<file path="src/rtl/seq_mult_pkg.sv">
// Shared types and constants for the sequential shift-add multiplier.
package seq_mult_pkg;

  localparam int DEF_WIDTH = 8;

  typedef enum logic [1:0] {
    IDLE = 2'd0,
    CALC = 2'd1,
    DONE = 2'd2
  } state_e;

endpackage

</file>
<file path="src/rtl/seq_mult_rca_add.sv">
// rca_add: WIDTH-bit ripple-carry adder built from per-bit full adders.
module rca_add #(
  parameter int WIDTH = 8
) (
  input  logic [WIDTH-1:0] i_a,
  input  logic [WIDTH-1:0] i_b,
  input  logic             i_cin,
  output logic [WIDTH-1:0] o_sum,
  output logic             o_cout
);

  logic [WIDTH:0] w_c;

  assign w_c[0] = i_cin;

  for (genvar i = 0; i < WIDTH; i++) begin : g_fa
    logic w_x;
    assign w_x        = i_a[i] ^ i_b[i];
    assign o_sum[i]   = w_x ^ w_c[i];
    assign w_c[i+1]   = (i_a[i] & i_b[i]) | (w_c[i] & w_x);
  end

  assign o_cout = w_c[WIDTH];

endmodule

</file>
<file path="src/rtl/seq_mult.sv">
// seq_mult: unsigned shift-add multiplier, one step per cycle, WIDTH-cycle latency.
// Define SEQ_MULT_SIGNED_EN to add the sgn port for two's-complement operands.
module seq_mult
  import seq_mult_pkg::*;
#(
  parameter int WIDTH = DEF_WIDTH
) (
  input  logic               clk,
  input  logic               rst_n,
  input  logic               in_valid,
  output logic               in_ready,
  input  logic [WIDTH-1:0]   m,
  input  logic [WIDTH-1:0]   q,
`ifdef SEQ_MULT_SIGNED_EN
  input  logic               sgn,
`endif
  output logic               out_valid,
  input  logic               out_ready,
  output logic [2*WIDTH-1:0] p,
  output logic               busy
);

  localparam int CW = $clog2(WIDTH);

  state_e             r_state;
  logic [CW-1:0]      r_cnt;
  logic [WIDTH-1:0]   r_m;
  // Upper half accumulates partial sums; lower half starts as the multiplier
  // and is shifted out bit by bit as the product fills in from the top.
  logic [2*WIDTH-1:0] r_acc;
  logic [2*WIDTH-1:0] r_p;
  logic               r_in_ready;
  logic               r_out_valid;
  logic               r_busy;

  logic [WIDTH-1:0]   w_addend;
  logic [WIDTH-1:0]   w_sum;
  logic               w_cout;
  logic [2*WIDTH-1:0] w_acc_nxt;
  logic [2*WIDTH-1:0] w_prod;
  logic [WIDTH-1:0]   w_m_ld;
  logic [WIDTH-1:0]   w_q_ld;
  logic               w_last;

  assign w_addend  = r_acc[0] ? r_m : '0;
  assign w_acc_nxt = {w_cout, w_sum, r_acc[WIDTH-1:1]};
  assign w_last    = (r_cnt == CW'(WIDTH - 1));

  rca_add #(.WIDTH(WIDTH)) u_add (
    .i_a    (r_acc[2*WIDTH-1:WIDTH]),
    .i_b    (w_addend),
    .i_cin  (1'b0),
    .o_sum  (w_sum),
    .o_cout (w_cout)
  );

`ifdef SEQ_MULT_SIGNED_EN
  localparam logic [WIDTH-1:0]   M_ONE = {{(WIDTH-1){1'b0}}, 1'b1};
  localparam logic [2*WIDTH-1:0] P_ONE = {{(2*WIDTH-1){1'b0}}, 1'b1};

  logic r_neg;
  logic w_m_neg;
  logic w_q_neg;

  // Magnitudes fit WIDTH unsigned bits, so the most negative value maps cleanly.
  assign w_m_neg = sgn & m[WIDTH-1];
  assign w_q_neg = sgn & q[WIDTH-1];
  assign w_m_ld  = w_m_neg ? (~m + M_ONE) : m;
  assign w_q_ld  = w_q_neg ? (~q + M_ONE) : q;
  assign w_prod  = r_neg ? (~w_acc_nxt + P_ONE) : w_acc_nxt;

  always_ff @(posedge clk or negedge rst_n) begin
    if (!rst_n)
      r_neg <= 1'b0;
    else if (r_state == IDLE && in_valid)
      r_neg <= w_m_neg ^ w_q_neg;
  end
`else
  assign w_m_ld = m;
  assign w_q_ld = q;
  assign w_prod = w_acc_nxt;
`endif

  always_ff @(posedge clk or negedge rst_n) begin
    if (!rst_n) begin
      r_state     <= IDLE;
      r_cnt       <= '0;
      r_m         <= '0;
      r_acc       <= '0;
      r_p         <= '0;
      r_in_ready  <= 1'b1;
      r_out_valid <= 1'b0;
      r_busy      <= 1'b0;
    end else begin
      case (r_state)
        IDLE: begin
          if (in_valid) begin
            r_m        <= w_m_ld;
            r_acc      <= {{WIDTH{1'b0}}, w_q_ld};
            r_cnt      <= '0;
            r_state    <= CALC;
            r_in_ready <= 1'b0;
            r_busy     <= 1'b1;
          end
        end
        CALC: begin
          r_acc <= w_acc_nxt;
          r_cnt <= r_cnt + CW'(1);
          if (w_last) begin
            r_state     <= DONE;
            r_p         <= w_prod;
            r_out_valid <= 1'b1;
          end
        end
        DONE: begin
          if (out_ready) begin
            r_state     <= IDLE;
            r_out_valid <= 1'b0;
            r_in_ready  <= 1'b1;
            r_busy      <= 1'b0;
          end
        end
        default: begin
          r_state     <= IDLE;
          r_out_valid <= 1'b0;
          r_in_ready  <= 1'b1;
          r_busy      <= 1'b0;
        end
      endcase
    end
  end

  assign in_ready  = r_in_ready;
  assign out_valid = r_out_valid;
  assign p         = r_p;
  assign busy      = r_busy;

endmodule

</file>
<file path="config.mk">
export PLATFORM = sky130hd
export DESIGN_NAME = seq_mult
export DESIGN_NICKNAME = d
export VERILOG_FILES = /design/src/rtl/seq_mult_pkg.sv /design/src/rtl/seq_mult_rca_add.sv /design/src/rtl/seq_mult.sv
export SDC_FILE = /design/constraint.sdc
export NUM_CORES = 1
export LEC_CHECK = 0
export ABC_AREA = 1
export ABC_CLOCK_PERIOD_IN_PS = 3150
export BUFFER_PORTS_ARGS = -buffer_cell sky130_fd_sc_hd__clkbuf_2
export CAP_MARGIN = 25
export CELL_PAD_IN_SITES_DETAIL_PLACEMENT = 1
export CELL_PAD_IN_SITES_GLOBAL_PLACEMENT = 1
export CORE_UTILIZATION = 38
export CTS_CLUSTER_DIAMETER = 40
export DETAILED_ROUTE_END_ITERATION = 8
export PLACE_DENSITY = 0.82
export SLEW_MARGIN = 15
export SYNTH_ARGS = -nofsm -noshare
export SYNTH_HDL_FRONTEND = slang
export SYNTH_SLANG_ARGS = --single-unit
</file>
<file path="constraint.sdc">
create_clock -name clk -period 3.15 [get_ports clk]
set_input_delay 0.63 -clock clk [delete_from_list [all_inputs] [get_ports clk]]
set_output_delay 0.63 -clock clk [all_outputs]
set_load 0.01 [all_outputs]
</file>
== Word level (Yosys, flattened, before mapping) ==
Cells that the tools add are included.

* Output and inout port bits: 19
* Word-level logic and storage cells: 79
* Input port bits: 20
* Flip-flop bits (word level): 48

* Reductions and logical operators: 8
* Equal/unequal tests: 6
* Multiplexer cells: 17
* Bitwise operators: 39
* Add/sub/neg operators: 1

{| class="wikitable"
|+ Operator list
! cell !! number
|-
| one-hot mux 16 bit (2 select lines) || 1
|-
| 2-to-1 mux 16 bit || 1
|-
| bitwise AND 1 bit || 15
|-
| bitwise XOR 1 bit || 15
|-
| one-hot mux 1 bit (3 select lines) || 3
|-
| AND reduction 3 bit || 3
|-
| 2-to-1 mux 8 bit || 1
|-
| OR 1 bit || 7
|-
| 2-to-1 mux 2 bit || 3
|-
| inequality test 2 bit, second input constant || 3
|-
| one-hot mux 2 bit (3 select lines) || 1
|-
| one-hot mux 3 bit (2 select lines) || 1
|-
| AND reduction 2 bit || 3
|-
| 2-to-1 mux 1 bit || 5
|-
| adder 3 x 1 -> 3 bit, second input constant || 1
|-
| == test 3 bit, second input constant || 1
|-
| 2-to-1 mux 3 bit || 1
|-
| == test 2 x 1 -> 1 bit, second input constant || 1
|-
| == test 2 bit, second input constant || 1
|-
| logical NOT 2 bit || 1
|-
| inverter 1 bit || 2
|-
| nonzero test 2 bit || 1
|}

== Logic depth before layout (Yosys ltp) ==
* Word-level depth: 17
* Mapped depth: 15
* Depth with buffers taken out: 14

== Hierarchy ==
A second synthesis with hierarchy kept.

* Cell total of the unflattened synthesis: 257
* Area, all modules: 2272.2 µm²

{| class="wikitable"
|+ By module, submodules not included
! module !! seq. area each (µm²) !! cells each !! area an instance (µm²) !! times used
|-
| seq_mult || 1202.4 || 239 || 2074.5 || 1
|-
| rca_add || 0.0 || 18 || 197.7 || 1
|}

== Worst setup path after synthesis ==
Ideal clock, no wire load.

* Path kind: reg-to-reg
* Start point: register r_acc[0]
* End point: register r_acc[14]
* Required time: 3.023 ns
* Stages on the path, launching flop included: 16
* Library setup time: 0.127 ns
* Clock period less this slack: 3.435 ns
* Data arrival time: 3.308 ns
* Path slack: -0.285 ns
* Path buffers: 1
* Cell sequence: dfrtp_1 clkbuf_1 nand2_1 inv_1 ha_1 inv_1 fa_1 fa_1 fa_1 fa_1 inv_1 fa_1 fa_1 inv_1 fa_1 o21ai_0

* Cells in the longest elaborated chain, start to end: 16
* Elaborated cells on any way between the ends: 29
* Classes of those cells: 2 x mux; 27 x bitwise

{| class="wikitable"
|+ Ends and longest elaborated chain
! element !! line !! source
|-
| from (decl) || seq_mult.sv:30 || <nowiki>logic [2*WIDTH-1:0] r_acc;</nowiki>
|-
| from (signal assigned) || seq_mult.sv:99 || <nowiki>r_acc <= {{WIDTH{1'b0}}, w_q_ld};</nowiki>
|-
| from (signal assigned) || seq_mult.sv:107 || <nowiki>r_acc <= w_acc_nxt;</nowiki>
|-
| 2-to-1 mux 8 bit (*) || seq_mult.sv:45 || <nowiki>assign w_addend = r_acc[0] ? r_m : '0;</nowiki>
|-
| bitwise AND 1 bit or bitwise XOR 1 bit (tied branches) || seq_mult_rca_add.sv:20, seq_mult_rca_add.sv:18 ||
|-
| bitwise AND 1 bit || seq_mult_rca_add.sv:20 || <nowiki>assign w_c[i+1] = (i_a[i] & i_b[i]) | (w_c[i] & w_x);</nowiki>
|-
| OR 1 bit || seq_mult_rca_add.sv:20 ||
|-
| bitwise AND 1 bit || seq_mult_rca_add.sv:20 ||
|-
| OR 1 bit || seq_mult_rca_add.sv:20 ||
|-
| bitwise AND 1 bit || seq_mult_rca_add.sv:20 ||
|-
| OR 1 bit || seq_mult_rca_add.sv:20 ||
|-
| bitwise AND 1 bit || seq_mult_rca_add.sv:20 ||
|-
| OR 1 bit || seq_mult_rca_add.sv:20 ||
|-
| bitwise AND 1 bit || seq_mult_rca_add.sv:20 ||
|-
| OR 1 bit || seq_mult_rca_add.sv:20 ||
|-
| bitwise AND 1 bit || seq_mult_rca_add.sv:20 ||
|-
| OR 1 bit || seq_mult_rca_add.sv:20 ||
|-
| bitwise XOR 1 bit (*) || seq_mult_rca_add.sv:19 || <nowiki>assign o_sum[i] = w_x ^ w_c[i];</nowiki>
|-
| one-hot mux 16 bit (2 select lines) (*) || seq_mult.sv:95 || <nowiki>case (r_state)</nowiki>
|}

Every way passes the cells marked *; elsewhere a longest branch is shown, timed or not.
A chain may end at the register's enable or synchronous reset.

== Final worst setup path ==
* Start point: register r_m[0]
* End point: register r_acc[14]

* Cells in the longest elaborated chain, start to end: 16

{| class="wikitable"
|+ Ends and longest elaborated chain
! element !! line !! source
|-
| from (decl) || seq_mult.sv:27 || <nowiki>logic [WIDTH-1:0] r_m;</nowiki>
|-
| from (signal assigned) || seq_mult.sv:98 || <nowiki>r_m <= w_m_ld;</nowiki>
|-
| 2-to-1 mux 8 bit || seq_mult.sv:45 ||
|-
| bitwise AND 1 bit (2 in a row) || seq_mult_rca_add.sv:20 ||
|-
| OR 1 bit || seq_mult_rca_add.sv:20 ||
|-
| bitwise AND 1 bit || seq_mult_rca_add.sv:20 ||
|-
| OR 1 bit || seq_mult_rca_add.sv:20 ||
|-
| bitwise AND 1 bit || seq_mult_rca_add.sv:20 ||
|-
| OR 1 bit || seq_mult_rca_add.sv:20 ||
|-
| bitwise AND 1 bit || seq_mult_rca_add.sv:20 ||
|-
| OR 1 bit || seq_mult_rca_add.sv:20 ||
|-
| bitwise AND 1 bit || seq_mult_rca_add.sv:20 ||
|-
| OR 1 bit || seq_mult_rca_add.sv:20 ||
|-
| bitwise AND 1 bit || seq_mult_rca_add.sv:20 ||
|-
| OR 1 bit || seq_mult_rca_add.sv:20 ||
|-
| bitwise XOR 1 bit || seq_mult_rca_add.sv:19 ||
|-
| one-hot mux 16 bit (2 select lines) || seq_mult.sv:95 ||
|}

No other way between the ends.

==> summary.txt <==
STA
  – Tcrit/Tclk final: 1.018
  – Final slew viol count: 0
  – Final WS setup: -57.98 ps
  – Setup violations, final: 3
  – Max Freq: 311.7 MHz
  – Slew of the pin with the lowest slew margin: roughly 700 ps
  – Worst rel slew slack: 0.5330
  – Unrepaired setup endpoints after global routing: yes
  – Final min period: roughly 3200 ps
  – Setup Skew: approximately 5 ps
  – Final Hold Fails: 0

Placement
  – Placer Congestion: ~0.75
  – DP Worst Slack: -105.0 ps
  – PortBufs: 38
  – DP Wirelength: 3.486 mm

Die
  – Die X: just under 80 um
  – Row count: 27
  – Top Ports: 39
  – DIE AREA: roughly 6300 um2
  – Die height: between 70 and 80 um
  – Starting Density: 0.4043
  – Core footprint: around 5600 um2

Clock tree
  – Clock Pin Slew Worst Setup and Hold Paths: 90 ps
  – Clock Latency Late Sink: approximately 300 ps
  – Hold_buf cts: 0
  – H-tree levels: 2
  – Root Driver: clkbuf_8
  – Setup Fix Bufs, Post-CTS: 0
  – CTS buffer count: 5
  – Clock tree buffer depth: 2
  – Clock sinks: 48
  – CTS tree: built

GRT
  – Gr ovfl total: 0
  – Antenna violations before repair: 0
  – Vias in the first global route: around 1800
  – Gr usage total: 0.1731
  – Largest net degree at the start of global routing: 49
  – First-pass GRT wire length: 8.431 mm

Yosys
  – Synth Cell Area: roughly 2300 um2
  – Synth Warn #: 0
  – Distinct cells, synth: 20
  – Syn Area/Cell: approximately 9.4 um2
  – Largest area contributor in the netlist: dfrtp_1
  – Top cell type's share of synthesized area: 0.5156
  – Cells after Synth: between 200 and 250
  – Synth Flop Type: dfrtp_1
  – Syn nets: ~270
  – Ys async rst share: 1.000
  – Synth area leaders: dfrtp_1 52%, nand2_1 18%, fa_1 6.1%
  – EDFF count, synth: 0
  – Synth top cells by count: 108 x nand2_1, 47 x dfrtp_1, 22 x inv_1, 16 x o21ai_2, 10 x nand3_1
  – Synth Register Bits: 48
  – Most common cell in the netlist: nand2_1
  – Sequential area share after synthesis: 0.5272

Drt
  – Post-route DRC: 0
  – Final wirelength: 4.854 mm
  – Vias: roughly 1700
  – Wire per inst: roughly 14 um
  – Pre-Repair DR Iteration Count: 4
  – ANT nets after route: 0
  – Vias/cell: about 4.8
  – DR iter-0 viols: about 100

Power
  – Pwr dens: around 960 nW/um2
  – Leakage dissipation: about 1.4 nW
  – Worst vdd ir: about 0.33 mV

Run status
  – Status: finished with violations
  – Failing checks: setup timing

Hold path
  – Hold crit path type: input pin to asynchronous set/reset pin

Worst setup path
  – WS Path Type: register to register
  – Crit path max fanout: 2
  – Worst setup EP type: register
  – Critical path launch point type: register
  – Critical R2R Launch: r_m[0]$_DFFE_PN0P_
  – Worst Reg-to-Reg Cells: 14
  – Reg-to-reg setup timing slack: -60 ps
  – Crit path DAT: roughly 3400 ps
  – CP required: approximately 3300 ps
  – RR Endpoint: r_acc[14]$_DFFE_PN0P_

Layout
  – Share of layout cells above drive strength 1: 0.2679
  – Area grow syn2layout: 13.77%
  – Fin nets: 309
  – Final Core Density: 0.4600
  – Diode count: 0

Flow run
  – Max-cap viol count: 0
[what timing repair did]
item	in CTS	in global routing
pin swaps	1	0
setup endpoints to repair	4	4
gates resized for setup	1	0
[logic make-up (layout without fill, tap and decap cells)]
group                      count (synthesis)  in the layout  share of synthesized area
and+or+nand+nor                          121            121                     0.2139
adders and majority gates                 10             10                    0.07789
buffers and inverters                     35             72                    0.08502
AOI/OAI and AO/OA                         29             29                    0.09600
DFF                                       48             48                     0.5272
[through the flow]
stage               setup TNS, ps  power [mW]  std cells  area, um2  hold WS [ps]
floorplan                  -72.10       1.801        243       2303         334.4
global placement                0       2.010        344       2487         455.1
detailed placement         -248.0       2.078        344       2487         466.4
CTS                        -195.5       2.527        352       2595         436.0
global route               -726.0       2.704        352       2595         475.8
finish                     -130.1       2.482        352       2595         419.5
[sequential cells by signal (all words and copies together) (netlist names)]
register	count
busy	1
in_ready	1
out_valid	1
p	16
r_acc	16
r_cnt	3
r_m	8
r_state	2
[worst max-delay path by stage]
stage          cells after the start                 start                     to  slack (ps)
6_report                          14    r_m[0]$_DFFE_PN0P_  r_acc[14]$_DFFE_PN0P_         -60
5_1_grt                           14    r_m[0]$_DFFE_PN0P_  r_acc[14]$_DFFE_PN0P_        -210
4_1_cts                           14    r_m[0]$_DFFE_PN0P_  r_acc[14]$_DFFE_PN0P_         -70
3_5_place_dp                      14    r_m[0]$_DFFE_PN0P_  r_acc[14]$_DFFE_PN0P_        -100
3_3_place_gp                      14    r_m[0]$_DFFE_PN0P_  r_acc[14]$_DFFE_PN0P_          20
2_1_floorplan                     15  r_acc[0]$_DFFE_PN0P_  r_acc[14]$_DFFE_PN0P_         -50
[power breakdown]
group / internal (mW) / leakage (nW) / switching [mW] / total (mW)
clock: 0.236 / 0.0552 / 0.200 / 0.436
sequential: 0.879 / 0.610 / 0.200 / 1.08
combinational: 0.372 / 0.700 / 0.595 / 0.966
[routing by layer]
| layer | GRT usage | vias to the layer above | part of all wire |
|---|---|---|---|
| met5 | 0 | - | 0 |
| met4 | 0.04909 | 0 | 0.011 |
| met3 | 0.03429 | 6 | 0.030 |
| met2 | 0.2786 | 34 | 0.47 |
| met1 | 0.2360 | 831 | 0.49 |
| li1 | - | 820 | - |
[critical path, cell delays in order (launching register included)]
cell and delay (ps):
dfrtp_1 370, nand2_1 60, inv_1 60, ha_1 130, inv_1 50, fa_2 340
fa_2 360, fa_2 350, fa_2 340, inv_2 60, fa_2 180, fa_1 160
inv_1 50, fa_1 520, o21ai_1 80
[cell type report]
class                   instances  area [um2]
clock buffers                   6       72.57
clock inverters                 2       35.03
fillers                       667        3047
inverters                      24       92.59
multi-input cells             160       897.1
flip-flops and latches         48        1202
well taps                      72       90.09
repair buffers                 40       205.2
[layout by cell type (no fill, tap or decap), types with 2 or more instances in the layout]
master and count:
inv_1 21, o21ai_1 3, buf_4 2, o21ai_2 16, o21ai_0 8, nand3_1 10
ha_1 3, nand2_1 108, clkbuf_2 38, inv_2 2, fa_2 5, dfrtp_1 47
clkbuf_8 5, fa_1 2
Note: power is estimated with default switching activity, not from simulation.
